### config.mk
export PLATFORM = sky130hd
export DESIGN_NAME = cabac_neigh_arb
export DESIGN_NICKNAME = d
export VERILOG_FILES = /design/src/rtl/cabac_neigh_arb_pkg.sv /design/src/rtl/cabac_neigh_arb_wbuf.sv /design/src/rtl/rf_1p.sv /design/src/rtl/cabac_neigh_arb.sv
export SDC_FILE = /design/constraint.sdc
export NUM_CORES = 1
export LEC_CHECK = 0
export ABC_AREA = 1
export BUFFER_PORTS_ARGS = -buffer_cell sky130_fd_sc_hd__buf_4
export CORE_MARGIN = 3
export CORE_UTILIZATION = 49
export CTS_BUF_LIST = sky130_fd_sc_hd__clkbuf_16
export CTS_CLUSTER_SIZE = 14
export DETAILED_ROUTE_END_ITERATION = 7
export PLACE_DENSITY = 0.6
export REMOVE_ABC_BUFFERS = 1
export SETUP_SLACK_MARGIN = 0.02
export SYNTH_ARGS = -nofsm -noshare
export SYNTH_HDL_FRONTEND = slang
export SYNTH_SLANG_ARGS = --single-unit
### constraint.sdc
create_clock -name clk -period 5.8 [get_ports clk]
set_input_delay 1.16 -clock clk [delete_from_list [all_inputs] [get_ports clk]]
set_output_delay 1.16 -clock clk [all_outputs]
set_load 0.01 [all_outputs]
### src/rtl/cabac_neigh_arb_pkg.sv
// Shared constants and types for the CABAC top-neighbour store.
//   PIC_X_WIDTH : CTU column index width (neighbour RAM address width)
//   NEIGH_DW    : width of one neighbour context byte
//   port_op_e   : action taken on the single RAM port in a cycle
package cabac_neigh_arb_pkg;

  localparam int unsigned PIC_X_WIDTH = 6;
  localparam int unsigned NEIGH_DW    = 8;

  typedef enum logic [1:0] {
    PORT_IDLE,
    PORT_READ,
    PORT_DRAIN
  } port_op_e;

endpackage

### src/rtl/cabac_neigh_arb_wbuf.sv
// Write buffer for the neighbour store: circular FIFO of {addr, data} with a
// CAM-style search that returns the newest entry matching a lookup address.
//   clk, rst_n      : clock, asynchronous active-low reset
//   push            : append {push_addr, push_data} at the tail
//   pop             : retire the head entry
//   srch_addr       : lookup address for forwarding
//   full, empty     : occupancy flags
//   head_addr/_data : oldest pending entry
//   hit, hit_data   : newest valid entry matching srch_addr
module cabac_neigh_arb_wbuf
  import cabac_neigh_arb_pkg::*;
#(
  parameter int unsigned AW    = PIC_X_WIDTH,
  parameter int unsigned DW    = NEIGH_DW,
  parameter int unsigned DEPTH = 4
) (
  input  logic          clk,
  input  logic          rst_n,
  input  logic          push,
  input  logic [AW-1:0] push_addr,
  input  logic [DW-1:0] push_data,
  input  logic          pop,
  input  logic [AW-1:0] srch_addr,
  output logic          full,
  output logic          empty,
  output logic [AW-1:0] head_addr,
  output logic [DW-1:0] head_data,
  output logic          hit,
  output logic [DW-1:0] hit_data
);

  localparam int unsigned PW = $clog2(DEPTH);
  localparam int unsigned CW = PW + 1;

  logic [AW-1:0] addr_mem [DEPTH];
  logic [DW-1:0] data_mem [DEPTH];
  logic [PW-1:0] head;
  logic [PW-1:0] tail;
  logic [CW-1:0] count;

  // Pointers wrap naturally because DEPTH is a power of two.
  always_ff @(posedge clk or negedge rst_n) begin
    if (!rst_n) begin
      head  <= '0;
      tail  <= '0;
      count <= '0;
    end else begin
      if (push) tail <= tail + 1'b1;
      if (pop)  head <= head + 1'b1;
      case ({push, pop})
        2'b10:   count <= count + 1'b1;
        2'b01:   count <= count - 1'b1;
        default: count <= count;
      endcase
    end
  end

  always_ff @(posedge clk) begin
    if (push) begin
      addr_mem[tail] <= push_addr;
      data_mem[tail] <= push_data;
    end
  end

  assign full      = (count == CW'(DEPTH));
  assign empty     = (count == '0);
  assign head_addr = addr_mem[head];
  assign head_data = data_mem[head];

  // Walk from oldest to newest; a later match overrides an earlier one so the
  // entry nearest the tail wins.
  always_comb begin
    logic [PW-1:0] idx;
    hit      = 1'b0;
    hit_data = '0;
    idx      = '0;
    for (int unsigned i = 0; i < DEPTH; i++) begin
      idx = head + PW'(i);
      if ((CW'(i) < count) && (addr_mem[idx] == srch_addr)) begin
        hit      = 1'b1;
        hit_data = data_mem[idx];
      end
    end
  end

endmodule

### src/rtl/rf_1p.sv
// Single-port register file with active-low chip and write enables and a
// registered read port.
//   clk    : clock
//   cen_i  : chip enable, active low
//   wen_i  : write enable, active low (1 = read when enabled)
//   addr_i : word address
//   data_i : write data
//   data_o : read data, updated on the edge of an enabled read, held otherwise
module rf_1p #(
  parameter int unsigned Addr_Width = 6,
  parameter int unsigned Word_Width = 8
) (
  input  logic                  clk,
  input  logic                  cen_i,
  input  logic                  wen_i,
  input  logic [Addr_Width-1:0] addr_i,
  input  logic [Word_Width-1:0] data_i,
  output logic [Word_Width-1:0] data_o
);

  logic [Word_Width-1:0] mem [2**Addr_Width];

  always_ff @(posedge clk) begin
    if (!cen_i) begin
      if (!wen_i) mem[addr_i] <= data_i;
      else        data_o      <= mem[addr_i];
    end
  end

endmodule

### src/rtl/cabac_neigh_arb.sv
// Arbiter/sequencer for the CABAC top-neighbour store. Shares one RAM port
// between the read requester (priority) and buffered write-back; buffered
// writes drain on cycles without a granted read, and reads hitting a pending
// write are served from the buffer.
//   clk, rst_n          : clock, asynchronous active-low reset
//   rd_req, rd_addr     : read request / address
//   rd_gnt              : read accepted this cycle (combinational)
//   rd_valid, rd_data   : read result, one cycle after rd_gnt
//   wr_req, wr_addr,
//   wr_data             : write request / address / data
//   wr_gnt              : write accepted this cycle (combinational)
//   wbuf_empty          : no pending writes
module cabac_neigh_arb
  import cabac_neigh_arb_pkg::*;
#(
  parameter int unsigned AW         = PIC_X_WIDTH,
  parameter int unsigned DW         = NEIGH_DW,
  parameter int unsigned WBUF_DEPTH = 4
) (
  input  logic          clk,
  input  logic          rst_n,
  input  logic          rd_req,
  input  logic [AW-1:0] rd_addr,
  output logic          rd_gnt,
  output logic          rd_valid,
  output logic [DW-1:0] rd_data,
  input  logic          wr_req,
  input  logic [AW-1:0] wr_addr,
  input  logic [DW-1:0] wr_data,
  output logic          wr_gnt,
  output logic          wbuf_empty
);

  logic          full;
  logic          empty;
  logic [AW-1:0] head_addr;
  logic [DW-1:0] head_data;
  logic          hit;
  logic [DW-1:0] hit_data;
  logic          push;
  logic          pop;
  port_op_e      op;

  logic          ram_cen;
  logic          ram_wen;
  logic [AW-1:0] ram_addr;
  logic [DW-1:0] ram_dout;

  logic          hit_r;
  logic [DW-1:0] fwd_r;

  // Grants are forced low while reset is asserted.
  assign wr_gnt = rst_n & ~full;
  assign rd_gnt = rst_n & rd_req & ~full;
  assign push   = wr_req & wr_gnt;

  always_comb begin
    op = PORT_IDLE;
    if (rd_gnt)      op = PORT_READ;
    else if (!empty) op = PORT_DRAIN;
  end

  assign pop      = (op == PORT_DRAIN);
  assign ram_cen  = (op == PORT_IDLE);
  assign ram_wen  = (op != PORT_DRAIN);
  assign ram_addr = (op == PORT_DRAIN) ? head_addr : rd_addr;

  cabac_neigh_arb_wbuf #(
    .AW    (AW),
    .DW    (DW),
    .DEPTH (WBUF_DEPTH)
  ) u_wbuf (
    .clk       (clk),
    .rst_n     (rst_n),
    .push      (push),
    .push_addr (wr_addr),
    .push_data (wr_data),
    .pop       (pop),
    .srch_addr (rd_addr),
    .full      (full),
    .empty     (empty),
    .head_addr (head_addr),
    .head_data (head_data),
    .hit       (hit),
    .hit_data  (hit_data)
  );

  rf_1p #(
    .Addr_Width (AW),
    .Word_Width (DW)
  ) u_ram (
    .clk    (clk),
    .cen_i  (ram_cen),
    .wen_i  (ram_wen),
    .addr_i (ram_addr),
    .data_i (head_data),
    .data_o (ram_dout)
  );

  // The search only sees entries present before this edge, so a write pushed
  // alongside a granted read is ordered after that read.
  always_ff @(posedge clk or negedge rst_n) begin
    if (!rst_n) begin
      rd_valid <= 1'b0;
      hit_r    <= 1'b0;
      fwd_r    <= '0;
    end else begin
      rd_valid <= rd_gnt;
      if (rd_gnt) begin
        hit_r <= hit;
        if (hit) fwd_r <= hit_data;
      end
    end
  end

  assign rd_data    = hit_r ? fwd_r : ram_dout;
  assign wbuf_empty = empty;

endmodule

* Word level (Yosys, flattened, before mapping)
Memories as Yosys holds them, arrays and structs flattened. A register that Yosys moved wholly into a read port is not among the register bits. Cells that the tools add are included.
Storage, ports and cells: output and inout bits 12, bits in registers 17, word-level logic and storage cells 61, RAM bits 568, memories 3
Cells by class: multiplexer cells 18, equality and inequality tests 9, bitwise logic cells 6, add/subtract/negate cells 6, order comparisons 4, reductions and logical operators 9
Memory list:
- u_ram.mem | depth 64, bits a word 8, read ports 1, clocked after memory_dff 1, write ports 1, RTL line rf_1p.sv:21 | logic [Word_Width-1:0] mem [2**Addr_Width];
- u_wbuf.data_mem | depth 4, bits a word 8, read ports 4, clocked after memory_dff 0, write ports 1, RTL line cabac_neigh_arb_wbuf.sv:36 | logic [DW-1:0] data_mem [DEPTH];
- u_wbuf.addr_mem | depth 4, bits a word 6, read ports 4, clocked after memory_dff 0, write ports 1, RTL line cabac_neigh_arb_wbuf.sv:35 | logic [AW-1:0] addr_mem [DEPTH];
Operators by type and width (number):
- $mux 8 | 5
- $eq 6x6->1 | 4
- $mux 1 | 9
- $lt 1x3->1 const A | 2
- $lt 2x3->1 const A | 2
- $mux 6 | 1
- $pmux 3 s2 | 1
- $add 2x1->2 const B | 2
- $add 2x2->2 const B | 2
- $and 1x1->1 | 4
- $eq 2x2->1 const B | 2
- $logic_and 1x1->1 | 4
- $mux 2 | 2
- $reduce_and 2->1 | 2
- $add 3x1->3 const B | 1
- $eq 3x3->1 const B | 1
- $logic_not 3->1 | 1
- $sub 3x1->3 const B | 1
- $eq 2x1->1 const B | 1
- $logic_not 2->1 | 1
- $ne 2x2->1 const B | 1
- $not 1->1 | 2
- $reduce_bool 2->1 | 1

* Longest topological paths before layout
depth in word-level cells 8, mapped depth 21, depth with buffers taken out 19

* By module
Synthesis repeated with hierarchy kept, for this count alone.
Second synthesis, totals: cell total of the unflattened synthesis 2875, area total of the unflattened synthesis 27091.0 um^2
Modules (own cells, without submodules):
- rf_1p | sequential area each 15615.0 um^2, area an instance 22132.5 um^2, instances 1, cells each 2169
- cabac_neigh_arb_wbuf | sequential area each 1856.8 um^2, area an instance 4355.4 um^2, instances 1, cells each 613
- cabac_neigh_arb | sequential area each 250.2 um^2, area an instance 603.1 um^2, instances 1, cells each 93

* Worst setup path before layout
Ideal clock, no wire load.
path type reg-to-reg, start point register u_wbuf.head[0], end point memory u_ram.mem[0][0] (data pin), arrival time 3.629 ns, cell stages (with the launch flop) 6, slack 1.460 ns, cells stage by stage dfrtp_1 buf_6 buf_6 clkbuf_1 o21ai_0 o21ai_0
Between the ends: cells in the longest elaborated chain, start to end 1
RTL lines:
- start: declaration | RTL line cabac_neigh_arb_wbuf.sv:37 | logic [PW-1:0] head;
- start signal: assignment | RTL line cabac_neigh_arb_wbuf.sv:49 | if (pop) head <= head + 1'b1;
- $mem_v2 4x8
- via head_data[0] | RTL line cabac_neigh_arb.sv:37 | logic [DW-1:0] head_data;
- end: declaration | RTL line rf_1p.sv:21
The timed path passes the listed nets, and every way through them passes these cells.

* Worst setup path in the final report
start point register u_wbuf.head[1], end point memory u_ram.mem[26][5] (enable)
Between the ends: cells in the longest elaborated chain, start to end 2
RTL lines:
- $mem_v2 4x6
- $mux 6 | RTL line cabac_neigh_arb.sv:66 | assign ram_addr = (op == PORT_DRAIN) ? head_addr : rd_addr;
Every way passes these cells.

==> flow_summary.yaml <==
detailed_routing:
  drtIter0Drc: 1930
  viasPerCell: 5.29
  drt_wl_total_um: 71100
  vias: 19371
  drtPass1Iterations: 6
  routedWlPerCell_um: 19.4
  drc: 0
  drtAntennaViolNets: 0
clock_network:
  root_buffer: "clkbuf_16"
  ctsHoldBuffers: 0
  cts_resized: 0
  cts_tree: "built"
  clock_latency_ns: 0.61
  ctsHtreeMaxLevel: 3
  clock-sinks: 593
  numCtsBuffers: 67
  post_cts_buffers: 0
  cts_max_path_buffers: 3
  clk_pin_slew_ns: 0.06
global_routing:
  grt_pass1_vias: 18413
  globalRouteTotalUtil: 0.249
  grt.overflow.total: 0
  grt_max_degree: 159
  grt_pass1_wl_um: 109000
  antenna_found_initial: 0
worst_setup_path:
  crit_path_start: "u_wbuf.head[1]$_DFFE_PN0N_"
  worstSetupStartpointType: "register"
  required_ns: 6.02
  critPathKind: "reg -> reg"
  r2r-start: "u_wbuf.head[1]$_DFFE_PN0N_"
  path_cells: "inv_2, nand3_1, nand2_1, nand2_1, o21ai_4, buf_4, nor3_1, nand2_1, nor2_1"
  critPathMaxFanout: 31
  cp.arrival_ns: 4.07
  cpPeakStageDelay_ns: 0.72
  crit_path_end_kind: "register"
  crit_top_cell: "nand2_1"
  cp_slowest_cell: "nor2_1"
floorplan:
  dieArea_mm2: 0.0578
  start_util: 0.498
  ios: 36
  core_area_mm2: 0.0540
  die_w_um: 240
  die_y_um: 240
  num_rows: 85
sta:
  whs_ns: 0.436
  relSlewSlack: 0.121
  setup_viol: 0
  slew_violations: 0
  max_freq_ghz: 0.260
  tightest_slew_ns: 1.31
  post-route-period-util: 0.663
  rsz0062_at_grt: "false"
  hold_viol: 0
  min_period_ns: 3.85
  fin_worst_skew_ns: 0.0201
synthesis:
  synth_top_area_share: 0.643
  seq_area_frac_synth: 0.659
  ys.flop_type: "edfxtp_1"
  avgSynthCellArea_um2: 9.36
  yosysMostFrequentCell: "nand2_1"
  ys_ff_latch: 593
  post_synth_instance_area_mm2: 0.0269
  ys_warn_count: 0
  syn_inst: 2875
  netlist_top_cells_area: "edfxtp_1, nand2_1, dfrtp_1"
  synth_cell_types: 34
  synth-edff-count: 576
  async_flop_share: 0.0287
  synth_common_cells: "nand2_1, edfxtp_1, nor2_1"
  yosysTopAreaCell: "edfxtp_1"
layout:
  area_delta_synth_final_pct: 12.4
  fillers: 4796
  finalNetCount: 2946
  layout-drive-gt1-share: 0.0827
  fin_cells: 3661
power:
  max-vdd-ir-drop_mv: 0.466
  p_leak_nw: 13.1
  power_density_mw_per_mm2: 643
outcome:
  status: "completed"
flow_run:
  max_cap_viol_count: 0
place:
  portBuffers: 35
  post-dp-hpwl_um: 42900
  post-place-cells: 3539
  routabilityCongestion: 0.858
min_path:
  worstHoldPathType: "in -> async"
## logic make-up after synthesis
family          count (synthesis)  share of synthesized area
compound gates                 84                     0.0164
xor+xnor                        5                    0.00163
fa+ha+maj                      10                    0.00465
flops                         593                      0.659
buf+inv                       210                     0.0350
simple gates                 1973                      0.284
## area by class of cell
cell class / instances / area [um^2] / area share
flip-flops and latches: 593 / 17700 / 0.586
clock inverters: 53 / 464 / 0.0154
diodes: 1 / 2.50 / 0.0000828
well taps: 696 / 871 / 0.0288
clock buffers: 68 / 1700 / 0.0563
inverters: 83 / 320 / 0.0106
repair buffers: 95 / 788 / 0.0261
multi-input cells: 2072 / 8370 / 0.277
## per-layer routing
layer	track usage	share of wire	up-vias
met5	0	0	-
met4	0.0765	0.026	0
met3	0.0438	0.064	116
met2	0.401	0.47	637
met1	0.348	0.44	9248
li1	-	-	9370
## state kept, by name, indices dropped and copies added (netlist names), 2 cells and up
| register | cells |
|---|---|
| u_wbuf.head | 2 |
| u_wbuf.addr_mem | 24 |
| u_ram.data_o | 8 |
| fwd_r | 8 |
| u_wbuf.tail | 2 |
| u_wbuf.count | 3 |
| u_ram.mem | 512 |
| u_wbuf.data_mem | 32 |
## power by group
group / switching [W] / internal [W]
Combinational: 0.00693 / 0.00220
Sequential: 0.000151 / 0.00598
Clock: 0.00171 / 0.00246
Total: 0.00879 / 0.0106
## per-stage QoR
step	util	TNS (ns)	setup slack (ns)	instance area, um^2	total power (W)
final	0.560	0	1.95	30200	0.0194
after global routing	0.560	0	1.69	30200	0.0207
after CTS	0.560	0	2.04	30200	0.0195
after detailed placement	0.520	0	1.43	28100	0.0153
after global placement	0.520	0	1.49	28100	0.0152
after floorplan	-	-789.81	-2.82	26300	0.0120
## placed cells by master, fill, tap and decap left out, types with 13 or more instances in the layout
cell       synthesis  layout
nand4_1           16      16
clkbuf_16          0      68
dfrtp_1           17      16
edfxtp_1         576     576
nand2_1         1755    1754
clkinv_2           1      14
nor2_1           111     107
nand3_1           64      64
inv_2             15      13
o21ai_0           63      59
inv_1             66      81
buf_4              7      89
## critical path: cells and delay by family (launching register included)
kind                   cells  cell delay [ns]
AOI/OAI and AO/OA          1             0.23
buffers and inverters      2             0.70
DFF                        1             0.67
and+or+nand+nor            6             1.82
## worst paths after layout
| check | end | slack [ns] | cells past startpoint |
|---|---|---|---|
| max | u_ram.mem[26][5]$_DFFE_PP_ | 1.95 | 9 |
| min | rd_valid$_DFF_PN0_ | 0.44 | 1 |
| max reg2reg | u_ram.mem[26][5]$_DFFE_PP_ | 1.95 | 9 |
| min reg2reg | fwd_r[6]$_DFFE_PN0P_ | 0.48 | 2 |
| max in group asynchronous | u_wbuf.head[0]$_DFFE_PN0N_ | 5.13 | 1 |
| min in group clk | fwd_r[6]$_DFFE_PN0P_ | 0.48 | 2 |
Note: power is estimated with default switching activity, not from simulation.
